===== config.mk =====
export PLATFORM = sky130hd
export DESIGN_NAME = shared_bus_rr_arbiter
export DESIGN_NICKNAME = d
export VERILOG_FILES = /design/src/rtl/shared_bus_rr_arbiter_pkg.sv /design/src/rtl/shared_bus_rr_arbiter_rr.sv /design/src/rtl/shared_bus_rr_arbiter.sv
export SDC_FILE = /design/constraint.sdc
export NUM_CORES = 1
export LEC_CHECK = 0
export CAP_MARGIN = 20
export CORE_MARGIN = 1
export CORE_UTILIZATION = 42
export DETAILED_ROUTE_END_ITERATION = 8
export GPL_TIMING_DRIVEN = 1
export PLACE_DENSITY_LB_ADDON = 0.12
export SLEW_MARGIN = 30
export SYNTH_ARGS = -nofsm -noshare
export SYNTH_HDL_FRONTEND = slang
export SYNTH_SLANG_ARGS = --single-unit

===== constraint.sdc =====
create_clock -name clk -period 2.1 [get_ports clk]
set_clock_uncertainty 0.1 [all_clocks]
set_input_delay 0.63 -clock clk [delete_from_list [all_inputs] [get_ports clk]]
set_output_delay 0.63 -clock clk [all_outputs]
set_load 0.01 [all_outputs]

===== src/rtl/shared_bus_rr_arbiter_pkg.sv =====
// Shared definitions for the round-robin shared-bus arbiter: the bus ownership
// state encoding, the id-width helper and the parameter legality check.
package shared_bus_rr_arbiter_pkg;

  // The bus is either free (no grant) or owned by exactly one device.
  typedef enum logic {
    ST_IDLE = 1'b0,
    ST_OWN  = 1'b1
  } bus_state_t;

  // Bits needed to hold an index 0..n-1; never narrower than one bit.
  function automatic int idw(input int n);
    return (n <= 2) ? 1 : $clog2(n);
  endfunction

  // A grant must allow at least one beat before it can be taken away.
  function automatic bit max_hold_legal(input int max_hold);
    return max_hold >= 1;
  endfunction

endpackage


===== src/rtl/shared_bus_rr_arbiter_rr.sv =====
// Combinational circular-priority picker. Starting one past the last owner,
// it returns the first device whose request survives the mask, as a one-hot
// vector and as an index.
module rr_arbiter
  import shared_bus_rr_arbiter_pkg::*;
#(
  parameter int NUM_DEV = 4,
  parameter int IDW     = idw(NUM_DEV)
) (
  input  logic [NUM_DEV-1:0] req,
  input  logic [NUM_DEV-1:0] mask,
  input  logic [IDW-1:0]     last_owner,
  output logic [NUM_DEV-1:0] grant_next,
  output logic [IDW-1:0]     id,
  output logic               any
);

  logic [NUM_DEV-1:0] cand;
  int                 idx;

  // Walk the devices in circular order after the last owner; the first hit wins.
  always_comb begin
    cand       = req & mask;
    grant_next = '0;
    id         = '0;
    any        = 1'b0;
    idx        = 0;
    for (int i = 1; i <= NUM_DEV; i++) begin
      idx = int'(last_owner) + i;
      if (idx >= NUM_DEV) begin
        idx = idx - NUM_DEV;
      end
      if (!any && cand[idx]) begin
        any             = 1'b1;
        grant_next[idx] = 1'b1;
        id              = IDW'(idx);
      end
    end
  end

endmodule


===== src/rtl/shared_bus_rr_arbiter.sv =====
// NUM_DEV-device shared bus with a round-robin request/grant arbiter and a
// bounded hold window. Grant is registered; the owner's data is registered
// onto the bus one cycle later, and every other device latches that beat into
// its read-back register the cycle after that.
module shared_bus_rr_arbiter
  import shared_bus_rr_arbiter_pkg::*;
#(
  parameter  int WIDTH    = 8,
  parameter  int NUM_DEV  = 4,
  parameter  int MAX_HOLD = 4,
  localparam int IDW      = idw(NUM_DEV)
) (
  input  logic                     clk,
  input  logic                     rst,
  input  logic [NUM_DEV-1:0]       req,
  input  logic [NUM_DEV*WIDTH-1:0] data_in,
  output logic [NUM_DEV-1:0]       grant,
  output logic [WIDTH-1:0]         bus,
  output logic                     bus_valid,
  output logic [IDW-1:0]           bus_src,
  output logic [NUM_DEV*WIDTH-1:0] data_out
);

  localparam int              HOLD_W    = idw(MAX_HOLD);
  localparam logic [HOLD_W-1:0] HOLD_LAST = HOLD_W'(MAX_HOLD - 1);

  if (!max_hold_legal(MAX_HOLD) || NUM_DEV < 2) begin : g_bad_params
    $error("shared_bus_rr_arbiter: need MAX_HOLD >= 1 and NUM_DEV >= 2");
  end

  // Arbitration state (stage 0)
  bus_state_t          state_p0;
  logic [NUM_DEV-1:0]  grant_p0;
  logic [HOLD_W-1:0]   hold_cnt_p0;
  logic [IDW-1:0]      last_owner_p0;

  bus_state_t          state_next;
  logic [NUM_DEV-1:0]  grant_next;
  logic [HOLD_W-1:0]   hold_cnt_next;
  logic [IDW-1:0]      last_owner_next;

  // Bus output registers (stage 1)
  logic [WIDTH-1:0]    bus_p1;
  logic                vld_p1;
  logic [IDW-1:0]      bus_src_p1;

  logic [WIDTH-1:0]    bus_next;
  logic                vld_next;
  logic [IDW-1:0]      bus_src_next;

  // Picker interface
  logic [NUM_DEV-1:0]  pick_mask;
  logic [NUM_DEV-1:0]  pick_onehot;
  logic [IDW-1:0]      pick_id;
  logic                pick_any;

  logic                owner_req;
  logic [WIDTH-1:0]    bus_sel;

  // The current owner is still asserting its request (a beat this cycle).
  assign owner_req = |(req & grant_p0);

  // While a device owns the bus, only the others are candidates for the next
  // grant; when the owner drops its request it is already absent from req.
  assign pick_mask = (state_p0 == ST_OWN) ? ~grant_p0 : {NUM_DEV{1'b1}};

  rr_arbiter #(
    .NUM_DEV (NUM_DEV),
    .IDW     (IDW)
  ) u_rr (
    .req        (req),
    .mask       (pick_mask),
    .last_owner (last_owner_p0),
    .grant_next (pick_onehot),
    .id         (pick_id),
    .any        (pick_any)
  );

  // State register: grant, hold window counter and round-robin pointer.
  always_ff @(posedge clk) begin
    if (rst) begin
      state_p0      <= ST_IDLE;
      grant_p0      <= '0;
      hold_cnt_p0   <= '0;
      last_owner_p0 <= IDW'(NUM_DEV - 1);
    end else begin
      state_p0      <= state_next;
      grant_p0      <= grant_next;
      hold_cnt_p0   <= hold_cnt_next;
      last_owner_p0 <= last_owner_next;
    end
  end

  // Next-state: grant from idle, rotate on a full window or a dropped request.
  always_comb begin
    state_next      = state_p0;
    grant_next      = grant_p0;
    hold_cnt_next   = hold_cnt_p0;
    last_owner_next = last_owner_p0;
    case (state_p0)
      ST_IDLE: begin
        if (pick_any) begin
          state_next      = ST_OWN;
          grant_next      = pick_onehot;
          hold_cnt_next   = '0;
          last_owner_next = pick_id;
        end
      end
      ST_OWN: begin
        if (owner_req) begin
          if (hold_cnt_p0 != HOLD_LAST) begin
            hold_cnt_next = hold_cnt_p0 + HOLD_W'(1);
          end else begin
            // Window exhausted: hand over if anyone else waits, else restart it.
            hold_cnt_next = '0;
            if (pick_any) begin
              grant_next      = pick_onehot;
              last_owner_next = pick_id;
            end
          end
        end else begin
          // Owner is done: pass straight to the next requester, or go idle.
          hold_cnt_next = '0;
          if (pick_any) begin
            grant_next      = pick_onehot;
            last_owner_next = pick_id;
          end else begin
            state_next = ST_IDLE;
            grant_next = '0;
          end
        end
      end
      default: begin
        state_next = ST_IDLE;
        grant_next = '0;
      end
    endcase
  end

  // Output decode: AND-OR mux of the owner's data onto the bus.
  always_comb begin
    bus_sel = '0;
    for (int k = 0; k < NUM_DEV; k++) begin
      bus_sel = bus_sel | (data_in[k*WIDTH +: WIDTH] & {WIDTH{grant_p0[k]}});
    end
    bus_next     = bus_p1;
    bus_src_next = bus_src_p1;
    vld_next     = 1'b0;
    if (state_p0 == ST_OWN) begin
      bus_next     = bus_sel;
      bus_src_next = last_owner_p0;
      vld_next     = owner_req;
    end
  end

  // Stage 0 -> stage 1: register the bus beat, its source and its valid.
  always_ff @(posedge clk) begin
    if (rst) begin
      bus_p1     <= '0;
      vld_p1     <= 1'b0;
      bus_src_p1 <= '0;
    end else begin
      bus_p1     <= bus_next;
      vld_p1     <= vld_next;
      bus_src_p1 <= bus_src_next;
    end
  end

  // Stage 1 -> stage 2: every non-source device captures each valid beat.
  for (genvar j = 0; j < NUM_DEV; j++) begin : g_rd
    logic [WIDTH-1:0] rd_p2;

    // Per-device read-back register; the producer skips its own beat.
    always_ff @(posedge clk) begin
      if (rst) begin
        rd_p2 <= '0;
      end else if (vld_p1 && (bus_src_p1 != IDW'(j))) begin
        rd_p2 <= bus_p1;
      end
    end

    assign data_out[j*WIDTH +: WIDTH] = rd_p2;
  end

  assign grant     = grant_p0;
  assign bus       = bus_p1;
  assign bus_valid = vld_p1;
  assign bus_src   = bus_src_p1;

endmodule

Word level (Yosys, flattened, before mapping)
Index checks and enable logic that the tools add are counted.
{"block": "word_totals", "ff_bits": 52, "output_inout_bits": 47, "word_cells": 122}
{"block": "classes", "n_addsub": 9, "n_lt_le_gt_ge": 12, "n_eq_ne": 6, "mux": 53, "bitwise": 14, "n_reduce_logical": 17}
{"cell": "$ge A32 B1 Y1 const B", "n": 4}
{"cell": "$ge A32 B4 Y1 const B", "n": 4}
{"cell": "$lt A32 B4 Y1 const B", "n": 4}
{"cell": "$mux W32", "n": 4}
{"cell": "$sub A32 B4 Y32 const B", "n": 4}
{"cell": "$mux W4", "n": 9}
{"cell": "$and A8 B8 Y8", "n": 4}
{"cell": "$or A8 B8 Y8", "n": 3}
{"cell": "$mux W2", "n": 10}
{"cell": "$mux W1", "n": 18}
{"cell": "$or A4 B4 Y4", "n": 3}
{"cell": "$logic_and A1 B1 Y1", "n": 11}
{"cell": "$and A4 B4 Y4", "n": 2}
{"cell": "$bmux W1 S2", "n": 4}
{"cell": "$demux W1 S2", "n": 4}
{"cell": "$ne A2 B2 Y1 const B", "n": 4}
{"cell": "$pmux W2 S2", "n": 2}
{"cell": "$pmux W4 S2", "n": 1}
{"cell": "$add A2 B2 Y3 const B", "n": 2}
{"cell": "$add A2 B3 Y4 const B", "n": 1}
{"cell": "$not A4 Y4", "n": 1}
{"cell": "$reduce_or A4 Y1", "n": 1}
{"cell": "$add A2 B1 Y3 const B", "n": 1}
{"cell": "$logic_not A1 Y1", "n": 3}
{"cell": "7 further kinds", "n": 7}

Depth between registers and ports, before layout
Gate-level depths: netlist (run 1).
{"block": "depth", "word_depth": 20, "mapped_depth": 8, "mapped_depth_nobuf": 7}

Modules after synthesis
A second synthesis (run 1) with hierarchy kept.
{"block": "hier_totals", "hier_cells": 278, "hier_area_um2": 2563.7}
{"mod": "shared_bus_rr_arbiter", "n_inst": 1, "cells_per_inst": 215, "area_per_inst_um2": 2059.5, "seq_area_each_um2": 1041.0}
{"mod": "rr_arbiter", "n_inst": 1, "cells_per_inst": 63, "area_per_inst_um2": 504.2, "seq_area_each_um2": 0.0}

Worst setup path before layout (run 1)
Ideal clock, no wire load.
{"block": "synth_timing", "path_type": "reg-to-reg", "from": "register last_owner_p0[0]", "to": "register grant_p0[0], in the netlist grant[0]", "setup_time_ns": 0.088, "arrival_time_ns": 2.029, "setup_slack_ns": -0.117, "path_stages_with_launch": 8, "n_path_buf": 1, "period_less_slack_ns": 2.217, "cell_sequence": "dfxtp_1 buf_6 inv_1 ha_1 inv_1 mux2i_2 mux2_2 a311oi_2"}
{"block": "synth_via", "elab_chain_len": 20, "elab_cells_between_ends": 70, "cone_classes": "add/sub: 8; order compare: 12; mux: 37; bitwise: 3; reduce/logical: 10"}
{"element": "start: declaration", "line": "shared_bus_rr_arbiter.sv:35", "rtl": "logic [IDW-1:0] last_owner_p0;"}
{"element": "start signal: assignment", "line": "shared_bus_rr_arbiter.sv:85", "rtl": "last_owner_p0 <= IDW'(NUM_DEV - 1);"}
{"element": "start signal: assignment", "line": "shared_bus_rr_arbiter.sv:90", "rtl": "last_owner_p0 <= last_owner_next;"}
{"element": "parallel branches: the longest is 19 deep, another holds $sub A32 B4 Y32"}
{"element": "$pmux W4 S2 (*)", "line": "shared_bus_rr_arbiter.sv:100", "rtl": "case (state_p0)"}
{"element": "end signal: assignment", "line": "shared_bus_rr_arbiter.sv:88", "rtl": "grant_p0 <= grant_next;"}
{"element": "end: declaration", "line": "shared_bus_rr_arbiter.sv:33", "rtl": "logic [NUM_DEV-1:0] grant_p0;"}
Every way passes the cells marked *. The select of a mux whose other input is x is not followed.
A chain may end at the register's enable or synchronous reset.

Worst setup path after layout (run 1)
{"block": "layout_timing", "from": "register grant_p0[2], in the netlist grant[2]", "to": "output grant[2]"}
{"element": "end: declaration", "line": "shared_bus_rr_arbiter.sv:17", "rtl": "output logic [NUM_DEV-1:0] grant,"}
No word-level cell between the ends.

==> results of run 1 <==
==> cells by family (layout without fill, tap and decap cells) <==
| logic type | Yosys count | after routing | share of synthesized area |
|---|---|---|---|
| buf+inv | 26 | 144 | 0.0431 |
| simple gates | 74 | 74 | 0.115 |
| compound gates | 75 | 75 | 0.239 |
| mux | 42 | 42 | 0.166 |
| flops | 52 | 52 | 0.394 |
| fa+ha+maj | 9 | 9 | 0.0426 |
==> stage by stage <==
step / setup TNS [ps] / utilization / total power [W] / instance area (µm²) / setup slack, ps
3_5_place_dp: -4430 / 0.638 / 0.00333 / 3820 / -586
4_1_cts: 0 / 0.663 / 0.00412 / 3970 / 2.03
6_report: 0 / 0.666 / 0.00414 / 3990 / 53.1
2_1_floorplan: 0 / - / 0.00249 / 2650 / 44.0
3_3_place_gp: -4150 / 0.638 / 0.00332 / 3820 / -550
5_1_grt: 0 / 0.666 / 0.00438 / 3990 / 7.94
==> registers in the layout, summed over array words and instances (netlist names) <==
signal and count:
bus 8, bus_src 2, grant 4, hold_cnt_p0 2, last_owner_p0 2, bus_valid 1
state_p0 1, g_rd.rd_p2 32
==> worst max-delay path: cells and delay by family, from the launching register on <==
family / cells / cell delay, ps
buffers and inverters: 2 / 660
flip-flops: 1 / 360
==> power by group <==
group | switching [W] | internal, W
logic | 0.00108 | 0.00109
registers | 0.000136 | 0.00112
clock network | 0.000330 | 0.000390
total | 0.00154 | 0.00260
==> cell usage after synthesis, types with 2 or more instances <==
cell type,n
a211o_1,3
a211oi_4,2
a21oi_1,11
a21oi_2,2
a22oi_1,18
a311oi_1,8
a311oi_2,3
a31oi_1,5
buf_1,3
buf_6,2
clkbuf_1,9
dfxtp_1,52
ha_1,9
inv_1,10
mux2_2,8
mux2i_1,31
mux2i_2,2
nand2_1,20
nand3_1,3
nor2_1,45
o211ai_1,4
o21ai_0,4
o21ai_1,3
o22ai_1,2
o41ai_4,2
==> repair_timing <==
action | in CTS | in global routing
setup endpoints to repair | 13 | 8
gates resized for setup | 19 | 5
gates cloned | 0 | 0
pin swaps | 2 | 1
buffers inserted | 0 | 1
==> final timing paths <==
kind,slack (ps),depth (start not counted),to
setup / recovery,50,2,grant[2]
hold / removal,360,2,g_rd[3].rd_p2[6]$_SDFFE_PP0P_
setup reg to reg,70,6,last_owner_p0[1]$_SDFFE_PP1P_
hold reg to reg,360,2,g_rd[3].rd_p2[6]$_SDFFE_PP0P_
==> layer usage <==
metal	vias to the layer above	share of wire	routed length (µm)	track usage
met4	0	0.020	148	0.0857
met5	-	0	0	0
met1	1190	0.44	3370	0.291
met2	92	0.49	3710	0.431
li1	1250	-	-	-
met3	10	0.045	342	0.0438
==> cell type report <==
type,instances,share of cell area
clock inverters,2,0.00971
inverters,11,0.0103
well taps,75,0.0235
clock buffers,6,0.0207
repair buffers,125,0.289
flip-flops and latches,52,0.264
multi-input cells,200,0.383
==> summary.txt, run 1 <==
Max Clk Rate: 489 MHz
insertion delay to the later sink of the worst-skew pair: 300 ps
grt total ovfl: 0
CTS Hold Buffers Added: 0
Crit path arrival time: 1320 ps
area share of the largest cell type after synthesis: 0.394
htree depth: 2
largest net degree at the start of global routing: 25
Crit. Startpoint: grant[2]$_SDFFE_PP0P_
Die Area: 0.00661 mm²
actual slew at the worst max-slew pin: 427 ps
area leader, netlist: dfxtp_1
synthesized area per cell: 9.50 µm²
final cell count without fillers: 471
height of the die: 81.3 µm
Ys Warns: 0
syn_nets: 325
final setup violation count: 0
peak supply drop: 0.000888 V
critical path class: flip-flop to output port
initial DRC count: 177
overall routing resource usage: 0.243
Max stage delay on crit path: 530 ps
final hold slack: 357 ps
clk buf depth: 2
total wire length: 7.57 mm
run status: finished clean
# IOs: 85
register area: 0.00105 mm²
Hold Path Class: flip-flop to flip-flop
period utilization: 0.975
DPL Wire Length: 5.90 mm
CTS tree: done
PortBufs: 84
CP Launch Type: flip-flop
DRT Pass-1 Iters: 4
leakage: 1.73 nW
core area: 0.00599 mm²
CP endpoint kind: output port
vias in the first global route: 2388
slew margin rel.: 0.714
FILL cells: 500
wire per inst: 16.1 µm
Reg clk slew, reported paths: 90 ps
Hold Startpoint: g_rd[3].rd_p2[6]$_SDFFE_PP0P_
Die Wd: 81.3 µm
r2r startpoint: last_owner_p0[0]$_SDFFE_PP1P_
Post-Syn Area: 0.00264 mm²
P per Cell Area: 1040 mW/mm²
Num CTS Buffers: 5
DR vias: 2542
P&R area growth vs syn: 51.2%
DRC: 0
cell breakdown of the critical path: buf_4, clkdlybuf4s50_1
Post-synth EDFFs: 0
antenna fix cells: 0
area of the multi-input gates: 0.00153 mm²
minimum clock period after layout: 2050 ps
Seq cells post-synth: 52
Final nets: 442
most frequent cells in the layout: clkdlybuf4s50_1 (78), nor2_1 (45), dfxtp_1 (44), buf_4 (40), mux2i_1 (31)
max-cap violations: 0
initial core utilization: 0.441
CTS Root Cell: clkbuf_8
ranking of synthesized cells by area: dfxtp_1 (39%), mux2i_1 (12%), nor2_1 (6.4%)
vias per cell: 5.40
Placed Cells incl. Taps: 462
share of cells above drive strength 1: 0.215
first-pass GRT wire length: 12.0 mm
routability cong.: 0.863
max-slew violations: 0
Crit-path slowest cell: clkdlybuf4s50_1
Post-synth ARST share: 0
Row Count: 28
share of the yosys chip area belonging to registers: 0.394
Critical Path RT: 1370 ps
Top FF cell, synth: dfxtp_1
Mapped Cells: 278
RSZ-0062 raised after global routing: no
maximum fanout along the worst path: 4
synth unique cells: 42
most common cell after layout, fill and taps aside: clkdlybuf4s50_1
Hold Violations, Final: 0
clk sinks: 52
initial antenna violation count: 0
DRT antenna net count: 0
Note: power is estimated with default switching activity, not from simulation.
==> inputs of run 2 (changes only) <==
- CORE_UTILIZATION: 42 -> 39
- clock period: 2.1 -> 2.55 ns (I/O delays scaled with it)
==> run 2 against run 1 <==
Net effect: sequential power shrank 15%; largest power group unchanged; via count shrank 3.5%; sequential share of layout area grew 1.2 points; flip-flop and latch count is the same; critical path depth shrank 1; global-route usage shrank 3.3 points; final cell count shrank 3.2%; the flow now finishes with violations (DRC); first-iteration DRC count shrank 24%; total power shrank 26%; non-clock buffer count shrank 17.
==> summary.txt, run 2 (synthesized netlist as in run 1, its figures left out) <==
peak supply drop: 0.000486 V (-45%)
CTS tree: done
CP endpoint kind: output port
Hold Violations, Final: 0 (unchanged)
failing checks: DRC
vias per cell: 5.38 (-0.33%)
cell breakdown of the critical path: clkdlybuf4s50_1
reg2reg path depth: 6 (unchanged)
R2R setup slack: 290 ps (+220 ps)
leakage: 1.58 nW (-8.9%)
overall routing resource usage: 0.210 (-0.0330)
slew margin rel.: 0.657 (-0.0575)
Row Count: 29 (+3.6%)
final cell count without fillers: 456 (-3.2%)
# IOs: 85 (unchanged)
vias in the first global route: 2389 (+0.042%)
postcts setup bufs: 0 (unchanged)
PortBufs: 84 (unchanged)
grt total ovfl: 0 (unchanged)
CP Launch Type: flip-flop
Gate power share: 0.496 (-0.026)
routability cong.: 0.950 (+10%)
actual slew at the worst max-slew pin: 514 ps (+86.9 ps)
Fin Setup TNS: 0 ps (unchanged)
DR vias: 2453 (-3.5%)
DRT antenna net count: 0 (unchanged)
clock network fraction of total power: 0.156 (-0.018)
initial antenna violation count: 0 (unchanged)
insertion delay to the later sink of the worst-skew pair: 310 ps (about the same)
run status: finished with violations
DRT Pass-1 Iters: 9 (+5)
Worst R2R End: grant[0]$_SDFFE_PP0P_
Crit. Startpoint: grant[0]$_SDFFE_PP0P_
part of the power in registers: 0.348 (+0.045)
r2r startpoint: last_owner_p0[0]$_SDFFE_PP1P_
Critical Path RT: 1690 ps (+320 ps)
FILL cells: 606 (+21%)
total wire length: 7.27 mm (-4.0%)
P&R area growth vs syn: 43.2%
Net Sw Frac: 0.396 (+0.0233)
Hold Crit Depth: 2 (unchanged)
Die Wd: 84.3 µm (+3.7%)
wire per inst: 15.9 µm (-0.83%)
Hold Path Class: flip-flop to flip-flop
P_sw: 0.00122 W (-21%)
Max stage delay on crit path: 650 ps (+120 ps)
first-pass GRT wire length: 11.8 mm (-1.3%)
Hold Startpoint: g_rd[3].rd_p2[1]$_SDFFE_PP0P_
Die Area: 0.00711 mm² (+7.5%)
initial core utilization: 0.409 (-0.0319)
period utilization: 0.967
CTS Hold Buffers Added: 0 (unchanged)
worst path bufs/invs: 1 (-1)
Reg clk slew, reported paths: 90 ps (about the same)
max-cap violations: 0 (unchanged)
Placed Cells incl. Taps: 448 (-3.0%)
Reg with most FFs: g_rd.rd_p2
Crit-path slowest cell: dfxtp_1
largest net degree at the start of global routing: 35 (+40%)
height of the die: 84.3 µm (+3.7%)
initial DRC count: 135 (-24%)
DPL Wire Length: 5.55 mm (-6.0%)
htree depth: 2 (unchanged)
most common cell after layout, fill and taps aside: clkdlybuf4s50_1
max reg flops: 32 (unchanged)
Num CTS Buffers: 5 (unchanged)
most frequent cells in the layout: clkdlybuf4s50_1 (83), dfxtp_1 (51), nor2_1 (45), mux2i_1 (31), buf_4 (24)
antenna fix cells: 0 (unchanged)
core area: 0.00646 mm² (+7.8%)
max-slew violations: 0 (unchanged)
critical path class: flip-flop to output port
P per Cell Area: 814 mW/mm² (-22%)
RSZ-0062 raised after global routing: no
clk sinks: 52 (unchanged)
minimum clock period after layout: 2460 ps
clk buf depth: 2 (unchanged)
Max Clk Rate: 406 MHz
DRC: 8 (+8)
Final nets: 425 (-3.8%)
share of cells above drive strength 1: 0.150 (-0.0643)
worst hold endpoint: g_rd[3].rd_p2[1]$_SDFFE_PP0P_
maximum fanout along the worst path: 10 (+6)
Pint: 0.00186 W (-28%)
CTS Root Cell: clkbuf_8
Crit path arrival time: 1600 ps (+280 ps)
final setup violation count: 0 (unchanged)
cell family with most CP delay: flip-flops
==> run 2: cell count changes in the layout (fill, tap and decap cells not counted), sizes merged <==
| cell | before | now |
|---|---|---|
| buf | 42 | 25 |
| clkbuf | 6 | 5 |
| inv | 11 | 12 |
| dlymetal6s2s | 1 | 0 |
| dlygate4sd2 | 4 | 0 |
| bufinv | 1 | 0 |
| clkdlybuf4s50 | 78 | 83 |
| clkinv | 1 | 2 |
==> run 2: area by class of cell <==
cell class,instances,area [µm²],share of cell area
clock buffer,5,68.8,0.0182
sequential,52,1040,0.276
multi-input combinational,200,1500,0.395
inverter,11,41.3,0.0109
timing repair buffer,108,1020,0.269
tap,77,96.3,0.0255
clock inverter,3,22.5,0.00595
==> run 2: repair_timing <==
item | CTS | global route
hold endpoints to repair | 0 | 0
gates resized for setup | 0 | 2
endpoints found under the setup margin | 0 | 2
==> run 2: per-layer routing <==
layer	vias up	GRT usage	share of wire
li1	1214	-	-
met1	1151	0.285	0.47
met5	-	0	0
met2	81	0.352	0.48
met4	0	0.0517	0.011
met3	7	0.0305	0.039
==> run 2: power groups by stage <==
| stage | combinational (W) | sequential, W | clock [W] |
|---|---|---|---|
| final | 0.00153 | 0.00107 | 0.000479 |
| after floorplan | 0.000953 | 0.00107 | 0 |
| after CTS | 0.00150 | 0.00107 | 0.000491 |
| after global routing | 0.00165 | 0.00109 | 0.000528 |
| after detailed placement | 0.00150 | 0.00109 | 0 |
| after global placement | 0.00149 | 0.00108 | 0 |
==> run 2: through the flow <==
step / total power (W) / hold slack, ps / setup slack [ps] / area (µm²) / utilization
6_report: 0.00308 / 357 / 85.2 / 3780 / 0.586
3_3_place_gp: 0.00258 / 343 / -217 / 3680 / 0.570
5_1_grt: 0.00327 / 387 / 10.0 / 3780 / 0.586
2_1_floorplan: 0.00202 / 381 / 291 / 2640 / -
3_5_place_dp: 0.00258 / 352 / -247 / 3680 / 0.570
4_1_cts: 0.00306 / 364 / 25.8 / 3770 / 0.584
==> run 2: worst max-delay path by stage <==
stage,end,slack [ps],cells after the start
final,grant[0],90,1
after global routing,grant[0]$_SDFFE_PP0P_,10,7
after CTS,grant[3],30,1
after detailed placement,grant[0]$_SDFFE_PP0P_,-250,6
after global placement,grant[0]$_SDFFE_PP0P_,-220,6
after floorplan,grant[0]$_SDFFE_PP0P_,290,6
